===== src/rtl/encoder8x3_stream.sv =====
// Streams the index of every set bit of an accepted 8-bit request vector over a valid/ready port.
// Build option: define ENC_MSB_FIRST_EN to emit the highest set bit first instead of the lowest.
module encoder8x3_stream (
    input  logic       clk,
    input  logic       rst,
    input  logic [7:0] req_in,
    input  logic       req_valid,
    output logic       req_ready,
    output logic [2:0] idx_out,
    output logic       idx_valid,
    input  logic       idx_ready,
    output logic       idx_last,
    output logic [3:0] pend_cnt,
    output logic       zero_req
);

    typedef enum logic {
        IDLE,
        EMIT
    } state_t;

    state_t     state_q, state_d;
    logic [7:0] pending_q, pending_d;
    logic [3:0] cnt_q, cnt_d;
    logic       zero_q, zero_d;
    logic       live_q;
    logic [2:0] sel;
    logic [3:0] req_pop;

    // Scan in reverse priority so the last hit wins.
    always_comb begin
        sel = '0;
`ifdef ENC_MSB_FIRST_EN
        for (int unsigned i = 0; i < 8; i++) begin
            if (pending_q[i]) sel = 3'(i);
        end
`else
        for (int unsigned i = 8; i > 0; i--) begin
            if (pending_q[i-1]) sel = 3'(i - 1);
        end
`endif
    end

    always_comb begin
        req_pop = '0;
        for (int unsigned i = 0; i < 8; i++) begin
            req_pop = req_pop + 4'(req_in[i]);
        end
    end

    always_comb begin
        state_d   = state_q;
        pending_d = pending_q;
        cnt_d     = cnt_q;
        zero_d    = 1'b0;
        case (state_q)
            IDLE: begin
                if (req_valid && live_q) begin
                    if (req_in != '0) begin
                        pending_d = req_in;
                        cnt_d     = req_pop;
                        state_d   = EMIT;
                    end else begin
                        zero_d = 1'b1;
                    end
                end
            end
            EMIT: begin
                if (idx_ready) begin
                    pending_d = pending_q & ~(8'b1 << sel);
                    cnt_d     = cnt_q - 4'd1;
                    if (cnt_q == 4'd1) state_d = IDLE;
                end
            end
            default: state_d = IDLE;
        endcase
    end

    // live_q keeps req_ready low until the first edge after reset release.
    always_ff @(posedge clk or posedge rst) begin
        if (rst) begin
            state_q   <= IDLE;
            pending_q <= '0;
            cnt_q     <= '0;
            zero_q    <= 1'b0;
            live_q    <= 1'b0;
        end else begin
            state_q   <= state_d;
            pending_q <= pending_d;
            cnt_q     <= cnt_d;
            zero_q    <= zero_d;
            live_q    <= 1'b1;
        end
    end

    assign req_ready = live_q && (state_q == IDLE);
    assign idx_valid = (state_q == EMIT);
    assign idx_out   = idx_valid ? sel : '0;
    assign idx_last  = idx_valid && (cnt_q == 4'd1);
    assign pend_cnt  = cnt_q;
    assign zero_req  = zero_q;

endmodule


===== config.mk =====
export PLATFORM = sky130hd
export DESIGN_NAME = encoder8x3_stream
export DESIGN_NICKNAME = d
export VERILOG_FILES = /design/src/rtl/encoder8x3_stream.sv
export SDC_FILE = /design/constraint.sdc
export NUM_CORES = 1
export LEC_CHECK = 0
export ABC_AREA = 1
export BUFFER_PORTS_ARGS = -buffer_cell sky130_fd_sc_hd__buf_4
export CAP_MARGIN = 20
export CORE_MARGIN = 1.5
export CORE_UTILIZATION = 54
export CTS_CLUSTER_DIAMETER = 200
export CTS_CLUSTER_SIZE = 25
export DETAILED_ROUTE_END_ITERATION = 8
export GPL_ROUTABILITY_DRIVEN = 0
export PLACE_DENSITY = 0.83
export SYNTH_ARGS = -nofsm -noshare
export SYNTH_HDL_FRONTEND = slang
export SYNTH_SLANG_ARGS = --single-unit

===== constraint.sdc =====
create_clock -name clk -period 1.5 [get_ports clk]
set_input_delay 0.45 -clock clk [delete_from_list [all_inputs] [get_ports clk]]
set_output_delay 0.45 -clock clk [all_outputs]
set_load 0.02 [all_outputs]

==> results of run 1 <==
what timing repair did:
item                       in CTS
buffers inserted               27
pin swaps                      10
setup endpoints to repair      10
gates resized for setup        23
through the flow:
stage | std cells | util, %
3_5_place_dp | 226 | 75.6
3_3_place_gp | 226 | 75.6
4_1_cts | 257 | 90.8
2_1_floorplan | 162 | -
logic make-up after synthesis:
| kind of cell | synth area share (%) |
|---|---|
| AO/OA/AOI/OAI | 7.70 |
| other | 0.321 |
| flip-flops | 32.1 |
| adder cells (fa/ha/maj) | 13.3 |
| buffers and inverters | 12.0 |
| AND/OR/NAND/NOR | 33.9 |
| XOR/XNOR | 0.749 |
==> summary.txt, run 1 <==
Status
  – Status: stopped before the end
  – Step where the flow halted: global routing
  – Err: [ERROR DPL-0038] Utilization greater than 100%, impossible to legalize

Yosys
  – Ys flop type: dfrtp_1
  – Top cell type's share of synthesized area: 32.1%
  – Most frequent cells after synthesis: nand2_1 (52), inv_1 (28), dfrtp_1 (15), nor2_1 (15)
  – Syn Inst Count: 162
  – Synth Net Count: 184
  – Synthesized area per cell: 7.22 sq um
  – Number of synthesized flops with an enable pin: 0
  – Count leader, synth: nand2_1
  – Sequential area share after synthesis: 32.1%
  – Synth warn: 0
  – Post-synthesis sequential element count: 15
  – Post-synthesis cell area: 1170 sq um
  – Top cells by area, synth: dfrtp_1 (32%), nand2_1 (17%), inv_1 (9.0%)
  – Fraction of registers with async set/reset: 100%
  – Post-synth cell types: 22
  – Leading area contributor after synthesis: dfrtp_1

Floorplan
  – Die width: 49.5 um
  – DIE HEIGHT: 49.5 um
  – Row cnt: 16
  – Num ports: 23
  – Initial Utilization: 58.4%

Placement
  – PortBufs: 22
  – Placed Area: 1510 sq um
  – Pre-CTS WS: -1620 ps
  – HPWL Detailed: 2090 um

Clock network
  – CTS max path bufs: 2
  – Clock sinks: 15
  – Hold_buf cts: 0
  – # H-tree levels: 1
  – CTS buffer count: 3
  – Root buffer cell: clkbuf_4

Timing
  – GRT worst endpoint: pend_cnt[1]$_DFFE_PP0P_/D
  – Worst-path endpoint category: register data pin

Global routing
  – Pin count of the biggest net entering global routing: 16
==> run 2: changes to the inputs <==
Settings changed: CORE_AREA set to 2 2 63 65, CORE_MARGIN 1.5 to not set, CORE_UTILIZATION 54 to not set, CTS_CLUSTER_DIAMETER 200 to not set, CTS_CLUSTER_SIZE 25 to not set, DIE_AREA set to 0 0 65 67, PLACE_DENSITY 0.83 to not set, PLACE_DENSITY_LB_ADDON set to 0.15.
==> run 2 against run 1 <==
Against the previous run:
- the flow now finishes, with violations (setup timing)
- synthesized cell count unchanged
- area after synthesis stayed put
==> summary.txt, run 2 <==
Status
  – Status: finished with violations (was stopped before the end)
  – Failing checks: setup timing

Timing
  – Fin. Hold Viols: 0
  – Min Tclk post-route: 2890 ps
  – RSZ-0062 raised after global routing: yes
  – Worst hold margin: 208 ps
  – Fin crit share: 193%
  – Post-route setup slack: -1390 ps
  – Endpoints failing setup: 8
  – Setup TNS: -5340 ps
  – Max Slew Vio Count: 0
  – Post-Route Skew: 4.33 ps
  – FMAX: 346 MHz

Worst setup path
  – Max incr delay on CP: 540 ps
  – Buf/Inv on CP: 4
  – Critical Path Sink Type: flop
  – Max FO, Critical Path: 2
  – Startpoint Class: primary input
  – Worst EP required: 1630 ps
  – Crit-path slowest cell: fa_1
  – Critical Setup Path Class: in2reg
  – CP cell instances: buf_8, fa_1, inv_2, fa_1, fa_1, inv_2, ha_4, inv_2, fa_2, nor2_1, o21ai_1, o21ai_1
  – Delay-heaviest family, CP: adder cells
  – Arr. time, crit path: 3020 ps
  – Reg2reg setup slack: 50 ps

Yosys
  – Sequential area share after synthesis: 32.1% (unchanged)
  – Most frequent cells after synthesis: nand2_1 (52), inv_1 (28), dfrtp_1 (15), nor2_1 (15) (unchanged)
  – Post-synthesis sequential element count: 15 (unchanged)
  – Post-synth cell types: 22 (unchanged)
  – Top cells by area, synth: dfrtp_1 (32%), nand2_1 (17%), inv_1 (9.0%) (unchanged)
  – Ys flop type: dfrtp_1 (unchanged)
  – Number of synthesized flops with an enable pin: 0 (unchanged)
  – Syn Inst Count: 162 (unchanged)
  – Top cell type's share of synthesized area: 32.1% (unchanged)
  – Leading area contributor after synthesis: dfrtp_1 (unchanged)
  – Synth Net Count: 184 (unchanged)
  – Fraction of registers with async set/reset: 100% (unchanged)
  – Post-synthesis cell area: 1170 sq um (unchanged)
  – Count leader, synth: nand2_1 (unchanged)
  – Synthesized area per cell: 7.22 sq um (unchanged)
  – Synth warn: 0 (unchanged)

Cells and area
  – Antenna fix cells: 0
  – Biggest register: pending_q
  – Share of post-route cells with drive strength above 1: 49.5%
  – Synthesis-to-finish area growth: 62.1%
  – Most common cell after layout, fill and taps aside: buf_4
  – Final Net Count: 245
  – Fillers: 365
  – Multi-input logic area: 803 sq um
  – Max FFs per register: 8
  – Commonest cells after routing, fill and taps aside: buf_4 (48), nand2_1 (44), inv_1 (19)
  – Reg area: 377 sq um

Detailed routing
  – DR DRC count: 0
  – Vias/cell: 4.28
  – DRT antenna net count: 0
  – Initial DRC count: 43
  – TritonRoute pass-1 iters: 4
  – Routed wire length: 2950 um
  – Routed len/inst: 10.9 um
  – DR vias: 1156

Floorplan
  – DIE AREA: 4360 sq um
  – Num ports: 23 (unchanged)
  – DIE HEIGHT: 67 um (was 49.5 um)
  – Row cnt: 22 (was 16)
  – Die width: 65 um (was 49.5 um)
  – Initial Utilization: 32.4% (was 58.4%)
  – Core footprint: 3610 sq um

Clock network
  – Root buffer cell: clkbuf_8 (was clkbuf_4)
  – Clock sinks: 15 (unchanged)
  – CTS max path bufs: 2 (unchanged)
  – # H-tree levels: 1 (unchanged)
  – TritonCTS clock tree: done
  – Worst skew pair latency: 250 ps
  – CTS buffer count: 3 (unchanged)
  – Hold_buf cts: 0 (unchanged)
  – Clock transition at path regs: 70 ps

Power
  – Pwr Density: 1980 nW/um^2
  – Maximum VDD drop: 0.757 mV
  – Static Leak: 0.00100 uW

Placement
  – Pre-CTS WS: -1640 ps (was -1620 ps)
  – HPWL Detailed: 2260 um (was 2090 um)
  – PortBufs: 22 (unchanged)

Global routing
  – Pin count of the biggest net entering global routing: 16
  – First-pass GRT wire length: 5020 um
  – Aggregate global routing overflow: 0
  – Initial antenna violation count: 0
  – GRT Overall Usage: 15.0%
  – Vias in the first global route: 1155

Hold path
  – Worst min path class: in2async

Flow run
  – Maxcap violations: 0
==> run 2: cell counts after synthesis <==
No cell type changed its count.
==> run 2: kinds of logic after synthesis <==
family,count (synthesis),share of synthesized area [%]
flops,15,32.1
fa+ha+maj,10,13.3
simple gates,83,33.9
buf+inv,35,12.0
compound gates,17,7.70
other cells,1,0.321
xor+xnor,1,0.749
==> run 2: power by group <==
group          switching (uW)  internal (uW)  total [uW]
Combinational            1410           1290        2700
Sequential                148            566         714
Clock                     150            188         338
==> run 2: path summary, 6_finish.rpt <==
kind / depth (start not counted) / start / to
max: 12 / req_in[0] / pend_cnt[1]
min reg2reg: 2 / pending_q[2] / pending_q[2]
max in group asynchronous: 3 / rst / idx_valid
min: 3 / rst / pending_q[4]
max reg2reg: 11 / pending_q[5] / pending_q[3]
min in group clk: 3 / req_in[2] / pending_q[2]
==> run 2: layout make-up <==
class | count | area share, %
clock buffer | 4 | 2.37
inverter | 33 | 6.66
multi-input combinational | 112 | 42.3
sequential | 15 | 19.9
tap | 48 | 3.17
timing repair buffer | 58 | 25.6
==> run 2: layer usage <==
| metal | up-vias | share of wire, % | global-route usage, % |
|---|---|---|---|
| li1 | 606 | - | - |
| met1 | 536 | 43 | 17.7 |
| met2 | 12 | 54 | 28.7 |
| met3 | 2 | 1.4 | 0.507 |
| met4 | 0 | 0.98 | 5.59 |
| met5 | - | 0 | 0 |
==> run 2: timing repair <==
action                                  in CTS  in global routing
endpoints found under the setup margin       9                 12
gates resized for setup                     24                 26
setup buffers                               10                  9
pin swaps                                   10                 16
==> run 2: worst reg2reg max path: stages, from the launching register on <==
cell	delay, ps
dfrtp_1	400
nor2_2	150
buf_4	130
nand2_4	60
nand2_4	80
nor2_4	40
buf_4	120
buf_4	130
nor2_4	80
nand2_1	60
nand2_1	50
nand2_1	40
==> run 2: stage by stage <==
| step | instance area (sq um) | util, % | std cells | total power [uW] |
|---|---|---|---|---|
| global route | 1900 | 52.6 | 270 | 4090 |
| CTS | 1770 | 49.0 | 265 | 3460 |
| floorplan | 1190 | - | 162 | 1970 |
| global placement | 1570 | 43.5 | 251 | 2670 |
| finish | 1900 | 52.6 | 270 | 3750 |
| detailed placement | 1570 | 43.5 | 251 | 2710 |
(Power assumes the default switching activity.)
